<file path="src/rtl/lsu_mem_pkg.sv">
// Shared types and constants for the LSU-to-memory bridge: size codes,
// bridge FSM states, default address window and size-derived masks.
package lsu_mem_pkg;

    localparam logic [1:0] SZ_B = 2'd0;
    localparam logic [1:0] SZ_H = 2'd1;
    localparam logic [1:0] SZ_W = 2'd2;
    localparam logic [1:0] SZ_D = 2'd3;

    localparam logic [63:0] DEF_BASE_ADDR = 64'h0000_0000_8000_0000;
    localparam logic [63:0] DEF_MEM_SIZE  = 64'h0000_0000_0800_0000;

    typedef enum logic [1:0] {
        IDLE   = 2'd0,
        ACCESS = 2'd1,
        RESP   = 2'd2
    } state_t;

    // Byte-lane length code presented on the memory write port.
    function automatic logic [7:0] size_mask(input logic [1:0] size);
        logic [7:0] mask;
        case (size)
            SZ_B:    mask = 8'h01;
            SZ_H:    mask = 8'h03;
            SZ_W:    mask = 8'h0F;
            default: mask = 8'hFF;
        endcase
        return mask;
    endfunction

    // Low address bits that must be zero for a naturally aligned access.
    function automatic logic [2:0] align_mask(input logic [1:0] size);
        logic [2:0] mask;
        case (size)
            SZ_B:    mask = 3'b000;
            SZ_H:    mask = 3'b001;
            SZ_W:    mask = 3'b011;
            default: mask = 3'b111;
        endcase
        return mask;
    endfunction

endpackage

</file>
<file path="src/rtl/lsu_load_ext.sv">
// Combinational load-data extractor: keeps the low 8/16/32/64 bits of the
// memory word and sign- or zero-extends them to 64 bits.
module lsu_load_ext
    import lsu_mem_pkg::*;
(
    input  logic [63:0] data,
    input  logic [1:0]  size,
    input  logic        is_signed,
    output logic [63:0] result
);

    always_comb begin
        result = data;
        case (size)
            SZ_B: result = is_signed ? {{56{data[7]}},  data[7:0]}
                                     : {56'b0,          data[7:0]};
            SZ_H: result = is_signed ? {{48{data[15]}}, data[15:0]}
                                     : {48'b0,          data[15:0]};
            SZ_W: result = is_signed ? {{32{data[31]}}, data[31:0]}
                                     : {32'b0,          data[31:0]};
            default: result = data;
        endcase
    end

endmodule

</file>
<file path="src/rtl/lsu_mem_bridge.sv">
// Single-outstanding LSU-to-memory bridge: IDLE -> ACCESS -> RESP, with a
// range-checked error path. LSU_MEM_BRIDGE_MISALIGN_CHK_EN also rejects misaligned accesses.
//
// Handshakes: a transfer happens on a rising edge where valid and ready are
// both 1; valid, once raised, holds its payload stable until that edge.
module lsu_mem_bridge
    import lsu_mem_pkg::*;
#(
    parameter logic [63:0] BASE_ADDR = DEF_BASE_ADDR,
    parameter logic [63:0] MEM_SIZE  = DEF_MEM_SIZE
) (
    input  logic        clock,
    input  logic        reset_n,
    input  logic        req_valid,
    output logic        req_ready,
    input  logic [63:0] req_addr,
    input  logic [63:0] req_wdata,
    input  logic [1:0]  req_size,
    input  logic        req_write,
    input  logic        req_signed,
    output logic        resp_valid,
    input  logic        resp_ready,
    output logic [63:0] resp_rdata,
    output logic        resp_err,
    output logic        mem_rd_en,
    output logic [63:0] mem_rd_addr,
    input  logic [63:0] mem_rd_data,
    output logic        mem_we_en,
    output logic [63:0] mem_we_addr,
    output logic [63:0] mem_we_data,
    output logic [7:0]  mem_we_mask,
    output logic [1:0]  dbg_state
);

    state_t      state;
    logic [1:0]  lat_size;
    logic        lat_write;
    logic        lat_signed;
    logic [63:0] ext_data;

    logic [64:0] req_end;
    logic [64:0] win_end;
    logic        range_err;
    logic        req_err;

    // 65-bit arithmetic so an access wrapping past 2^64 compares as out of range.
    assign req_end   = {1'b0, req_addr} + (65'd1 << req_size);
    assign win_end   = {1'b0, BASE_ADDR} + {1'b0, MEM_SIZE};
    assign range_err = (req_addr < BASE_ADDR) || (req_end > win_end);

`ifdef LSU_MEM_BRIDGE_MISALIGN_CHK_EN
    assign req_err = range_err || ((req_addr[2:0] & align_mask(req_size)) != 3'b000);
`else
    assign req_err = range_err;
`endif

    assign req_ready = (state == IDLE) && reset_n;
    assign dbg_state = state;

    lsu_load_ext u_load_ext (
        .data      (mem_rd_data),
        .size      (lat_size),
        .is_signed (lat_signed),
        .result    (ext_data)
    );

    always_ff @(posedge clock) begin
        if (!reset_n) begin
            state       <= IDLE;
            lat_size    <= SZ_B;
            lat_write   <= 1'b0;
            lat_signed  <= 1'b0;
            resp_valid  <= 1'b0;
            resp_rdata  <= 64'b0;
            resp_err    <= 1'b0;
            mem_rd_en   <= 1'b0;
            mem_rd_addr <= 64'b0;
            mem_we_en   <= 1'b0;
            mem_we_addr <= 64'b0;
            mem_we_data <= 64'b0;
            mem_we_mask <= 8'b0;
        end else begin
            case (state)
                IDLE: begin
                    if (req_valid) begin
                        lat_size   <= req_size;
                        lat_write  <= req_write;
                        lat_signed <= req_signed;
                        if (req_err) begin
                            resp_valid <= 1'b1;
                            resp_err   <= 1'b1;
                            resp_rdata <= 64'b0;
                            state      <= RESP;
                        end else begin
                            state <= ACCESS;
                            if (req_write) begin
                                mem_we_en   <= 1'b1;
                                mem_we_addr <= req_addr;
                                mem_we_data <= req_wdata;
                                mem_we_mask <= size_mask(req_size);
                            end else begin
                                mem_rd_en   <= 1'b1;
                                mem_rd_addr <= req_addr;
                            end
                        end
                    end
                end
                ACCESS: begin
                    mem_rd_en   <= 1'b0;
                    mem_rd_addr <= 64'b0;
                    mem_we_en   <= 1'b0;
                    mem_we_addr <= 64'b0;
                    mem_we_data <= 64'b0;
                    mem_we_mask <= 8'b0;
                    resp_valid  <= 1'b1;
                    resp_err    <= 1'b0;
                    resp_rdata  <= lat_write ? 64'b0 : ext_data;
                    state       <= RESP;
                end
                RESP: begin
                    if (resp_ready) begin
                        resp_valid <= 1'b0;
                        resp_err   <= 1'b0;
                        resp_rdata <= 64'b0;
                        state      <= IDLE;
                    end
                end
                default: state <= IDLE;
            endcase
        end
    end

endmodule

</file>
<file path="config.mk">
export PLATFORM = sky130hd
export DESIGN_NAME = lsu_mem_bridge
export DESIGN_NICKNAME = d
export VERILOG_FILES = /design/src/rtl/lsu_mem_pkg.sv /design/src/rtl/lsu_load_ext.sv /design/src/rtl/lsu_mem_bridge.sv
export SDC_FILE = /design/constraint.sdc
export NUM_CORES = 1
export LEC_CHECK = 0
export ABC_AREA = 1
export BUFFER_PORTS_ARGS = -buffer_cell sky130_fd_sc_hd__buf_4
export CAP_MARGIN = 20
export CORE_AREA = 2 2 184 186
export DETAILED_ROUTE_END_ITERATION = 10
export DIE_AREA = 0 0 186 188
export PLACE_DENSITY = 0.71
export SLEW_MARGIN = 20
export SYNTH_ARGS = -nofsm -noshare
export SYNTH_HDL_FRONTEND = slang
export SYNTH_SLANG_ARGS = --single-unit
</file>
<file path="constraint.sdc">
create_clock -name clock -period 7.2 [get_ports clock]
set_clock_uncertainty 0.1 [all_clocks]
set_input_delay 0.72 -clock clock [delete_from_list [all_inputs] [get_ports clock]]
set_output_delay 0.72 -clock clock [all_outputs]
set_load 0.02 [all_outputs]
</file>
======== Yosys cells after proc, flatten, opt, wreduce, memory -nomap -nowiden ========
Index checks and enable logic that the tools add are counted.
word-level totals
  flip-flop bits (word level) ............. 274
  input port bits ......................... 200
  output and inout bits ................... 271
operators by class
  add/sub/neg operators ................... 1
  $lt $le $gt $ge ......................... 2
  eq/ne operators ......................... 12
  shifts and indexed selects .............. 1
  mux-type cells .......................... 43
  reduce and logical (&&, ||, !) cells .... 12
operator list
  operator                                                          number
  2-to-1 mux 64 bit                                                 16
  one-hot mux 64 bit (2 select lines)                               3
  one-hot mux 64 bit (3 select lines)                               2
  adder 64 x 65 -> 65 bit                                           1
  greater-than comparator 65 x 32 -> 1 bit (second input constant)  1
  << shifter 1 x 2 -> 65 bit (first input constant)                 1
  < comparator 64 x 32 -> 1 bit (second input constant)             1
  2-to-1 mux 8 bit                                                  3
  one-hot mux 8 bit (3 select lines)                                1
  one-hot mux 8 bit (2 select lines)                                1
  != test 2 bit (second input constant)                             6
  AND reduction 4 bit                                               3
  2-to-1 mux 1 bit                                                  9
  == test 2 x 1 -> 1 bit (second input constant)                    3
  == test 2 bit (second input constant)                             3
  logical NOT 2 bit                                                 3
  2-to-1 mux 2 bit                                                  3
  one-hot mux 1 bit (3 select lines)                                2
  one-hot mux 2 bit (3 select lines)                                1
  one-hot mux 1 bit (2 select lines)                                2
  AND reduction 2 bit                                               2
  nonzero test 3 bit                                                1
  nonzero test 2 bit                                                1
  logical AND 1 bit                                                 1
  logical OR 1 bit                                                  1

======== Logic depth before layout (Yosys ltp) ========
  word-level depth ........................ 7
  gate-level depth with buffers ........... 25

======== Cells and area by module ========
Synthesis repeated with hierarchy kept, for this count alone.
second synthesis, totals
  cell total of the unflattened synthesis .. 2,390
  area, all modules ....................... 14,953.1 µm²
modules (own cells, without submodules)
  module          times used  cells an instance  area each (µm²)
  lsu_mem_bridge  1           2,235              14,108.5
  lsu_load_ext    1           155                844.6

======== Least setup slack after synthesis ========
Ideal clock, no wire load.
  path type ............................... in2reg
  start ................................... in req_size[1]
  end ..................................... reg mem_we_addr[10]
  setup time .............................. 0.132 ns
  arrival ................................. 3.140 ns
  slack ................................... 3.827 ns
  stages .................................. 22
  buffers on the path ..................... 2
  cell sequence ........................... nor2_1 -> ha_1 -> fa_1 -> or2_2 -> nor2_1 -> nand2_1 -> nor2_1 -> nand2_1 -> nor2_1 -> nand2_1 -> nor2_1 -> nand2_1 -> nor2_1 -> nand3_1 -> nand2_2 -> nand2_2 -> nand2_2 -> nand2_2 -> buf_6 -> buf_2 -> nand2_1 -> a21oi_1
on the way
  longest elaborated chain between the ends .. 6
ends and longest elaborated chain
  item                                      RTL line              RTL
  start, declared                           lsu_mem_bridge.sv:18  input logic [1:0] req_size,
  << shifter 1 x 2 -> 65 bit                lsu_mem_bridge.sv:47  assign req_end = {1'b0, req_addr} + (65'd1 << req_size);
  adder 64 x 65 -> 65 bit                   lsu_mem_bridge.sv:47
  greater-than comparator 65 x 32 -> 1 bit  lsu_mem_bridge.sv:49  assign range_err = (req_addr < BASE_ADDR) || (req_end > win_end);
  logical OR 1 bit                          lsu_mem_bridge.sv:49
  != test 2 bit (no source line)            --
  AND reduction 4 bit (no source line)      --
  end signal, assigned                      lsu_mem_bridge.sv:98  mem_we_addr <= req_addr;
  end, declared                             lsu_mem_bridge.sv:29  output logic [63:0] mem_we_addr,
Every way passes these cells.
A chain may end at the register's enable or synchronous reset.

======== Final worst setup path ========
  start ................................... in req_size[1]
  end ..................................... reg mem_we_data[25]
on the way
  longest elaborated chain between the ends .. 6
ends and longest elaborated chain
  item                                      RTL line              RTL
  << shifter 1 x 2 -> 65 bit                lsu_mem_bridge.sv:47
  adder 64 x 65 -> 65 bit                   lsu_mem_bridge.sv:47
  greater-than comparator 65 x 32 -> 1 bit  lsu_mem_bridge.sv:49
  logical OR 1 bit                          lsu_mem_bridge.sv:49
  != test 2 bit (no source line)            --
  AND reduction 4 bit (no source line)      --
  end signal, assigned                      lsu_mem_bridge.sv:99  mem_we_data <= req_wdata;
  end, declared                             lsu_mem_bridge.sv:30  output logic [63:0] mem_we_data,
Every way passes these cells.

==> impl_metrics.toml <==
[worst_setup_path]
ff2ff_path_depth = 12
cp.arrival_ns = 5.30
critical-path-max-stage-delay_ns = 0.70
path_cells = "buf_4 -> nor2_1 -> ha_1 -> fa_1 -> nand2_1 -> nand2_2 -> nand3_1 -> nor2_2 -> nand2_1 -> nor2_1 -> nor2_1 -> nor2_1 -> nand3_1 -> nor2_1 -> nand3_1 -> nor2_4 -> nand2_2 -> nand2_4 -> nand2_4 -> buf_4 -> nand2_1 -> a21oi_1"
crit_top_cell = "nor2_1"
r2r-end = "resp_rdata[32]"
r2r_slack_ns = 2.82
cp_data_required_time_ns = 7.51
timing.rr.start = "dbg_state[1]"
crit_type = "input pin to flop"
worstPathMaxFanout = 95
cp_slowest_cell = "nand2_4"
end_kind = "flop"
cp-start-kind = "input pin"

[yosys]
mappedNetlistArea_um2 = 14400
synth_top_area_share_pct = 37.4
synth-xor-area-share_pct = 0.426
synth_cell_types = 35
muxShareOfSynthArea_pct = 0
yosys.area_share.simple_pct = 42.4
synth-seq-cells = 269
ys_seq_area_share_pct = 37.4
synth-compound-area-share_pct = 6.47
syn_avg_cell_area_um2 = 6.29
async_flop_share_pct = 0
yosysWarningCount = 0
synth_area_leader_cell = "dfxtp_1"
synthCells = 2290
synthTopCellsByCount = "nand2_1 (633), nor2_1 (380), inv_1 (289)"
synth_ff_type = "dfxtp_1"
yosys-top-cells-area = "dfxtp_1 (37%), nand2_1 (16%), nor2_1 (9.9%), inv_1 (7.5%), nand3_1 (6.3%)"
synth_most_common_cell = "nand2_1"
synth_top_family_by_area = "simple AND/OR/NAND/NOR gates"
synth_nets = 2499
synth-edff-count = 0
yosys.area_share.adder_pct = 0.834

[cells_and_area]
nNetsFinal = 2885
syn_to_final_growth_pct = 31.6
final_util_pct = 57.2
drive_above_1_share_pct = 22.3

[global_route]
antenna_found_initial = 2
grtUsageTotal_pct = 29.9
grt_first_pass_wirelength_um = 81800
grt_overflow = 0
grt_start_max_net_pins = 113
grt_pass1_vias = 14500

[sta]
hold_viol = 0
rsz0062_at_grt = "no"
max_slew_margin_pct = 23.9
fmax_mhz = 201
layout_min_cycle_time_ns = 4.99
period_share_pct = 69.3
worst_pin_slew_ns = 1.14
finalSetupViolCount = 0
holdWs_ns = 0.333
setup-tns-final_ns = 0
drv_slew = 0

[drt]
detail-route-antenna-nets = 0
route.detailed.drc = 0
viasPerCell = 5.08
wl_per_cell_um = 17.5
drt_pre_antenna_iters = 5
vias = 16000
first_iter_violations = 1133
postRouteWirelength_um = 55100

[floorplan]
fp.dieH_um = 188
dieArea_um2 = 35000
ios = 471
start_util_pct = 43.5
coreArea_um2 = 33100
die_width_um = 186
core.rowCount = 67

[clocking]
ctsResizeCount = 0
clock_latency_ns = 0.56
post_cts_buffers = 0
clockBufferDepth = 3
numCtsBuffers = 29
htreeDepth = 1
cts.clk_slew.worst_paths_ns = 0.06
cts-root-buf = "clkbuf_16"
cts_tree = "built"
clkSinkCount = 269
holdBufCountCts = 0

[placed_design]
port_buffers = 470
gp_congestion = 1.03
hpwl_um = 41000

[power_and_ir_drop]
cellPowerDensity_nw_per_um2 = 246
vdd_drop_max_uv = 195
power_leakage_nw = 9.24

[run_status]
status = "completed"

[hold_path]
min-delay-start = "req_signed"
min_path_cells = 3
hold_class = "input pin to flop"
whs_endpoint = "lat_signed"

[flow_run]
cap_viol_max_count = 0
[routing by layer]
metal / wire [µm] / up-vias / global-route usage (%)
met5: 0 / - / 0
met4: 2370 / 0 / 12.5
met3: 5630 / 123 / 8.22
met2: 24900 / 752 / 48.0
met1: 22200 / 7211 / 37.6
li1: - / 7888 / -
[kinds of logic (layout without fill, tap and decap cells)]
logic type / count (synthesis) / after routing
simple gates: 1386 / 1386
buf+inv: 434 / 838
flops: 269 / 269
compound gates: 185 / 185
fa+ha+maj: 9 / 9
xor+xnor: 7 / 7
other cells: 0 / 2
[power breakdown]
group / internal, W / switching (W)
clock network: 0.000914 / 0.000617
registers: 0.00163 / 0.0000917
logic: 0.000482 / 0.000931
[flip-flops by register name, summed over array words and instances, names as in the netlist]
signal	cells
lat_signed	1
mem_we_data	64
resp_rdata	64
mem_we_addr	64
mem_rd_en	1
dbg_state	2
mem_we_mask	4
lat_size	2
lat_write	1
resp_err	1
mem_rd_addr	64
resp_valid	1
[layout make-up]
class | count | area [µm²]
sequential | 269 | 5390
clock inverter | 8 | 130
antenna | 2 | 5.00
tap | 448 | 561
multi-input combinational | 1587 | 7250
fill | 3302 | 14200
inverter | 308 | 1160
clock buffer | 41 | 841
timing repair buffer | 481 | 3620
[worst max-delay path: cells and delay by family]
| kind | cells | cell delay, ns |
|---|---|---|
| compound gates | 1 | 0.07 |
| simple gates | 17 | 3.33 |
| fa+ha+maj | 2 | 0.43 |
| buf+inv | 2 | 0.68 |
[metrics by stage]
stage                     instances  power, W  setup WS [ns]  area, µm²
final                          3144   0.00466           2.21      19000
after floorplan                2290   0.00266           3.83      14400
after detailed placement       3093   0.00315           1.77      18000
after global routing           3143   0.00491           1.89      19000
after global placement         3093   0.00313           1.87      18000
after CTS                      3142   0.00469           2.32      18900
[cell usage in the layout (no fill, tap or decap), types with 11 or more instances in the layout]
cell,netlist,layout
nand2_1,633,632
nor3b_1,34,34
nand3_2,33,33
nand4_1,77,77
inv_1,289,289
nor2_1,380,379
nor2_2,14,15
dfxtp_1,269,269
buf_4,17,479
clkbuf_16,0,29
a21oi_1,141,141
clkinv_1,12,12
o21ai_0,40,40
nand2_2,14,11
nand3_1,180,180
[worst max-delay path by stage]
stage                     start              end  slack (ns)  cells past startpoint
floorplan           req_size[1]  mem_we_addr[10]        3.83                     22
global placement    req_size[1]  mem_we_data[26]        1.87                     22
detailed placement  req_size[1]  mem_we_data[37]        1.77                     22
CTS                 req_size[1]  mem_we_data[25]        2.32                     22
global route        req_size[1]  mem_we_data[25]        1.89                     22
finish              req_size[1]  mem_we_data[25]        2.21                     22
Note: power is estimated with default switching activity, not from simulation.
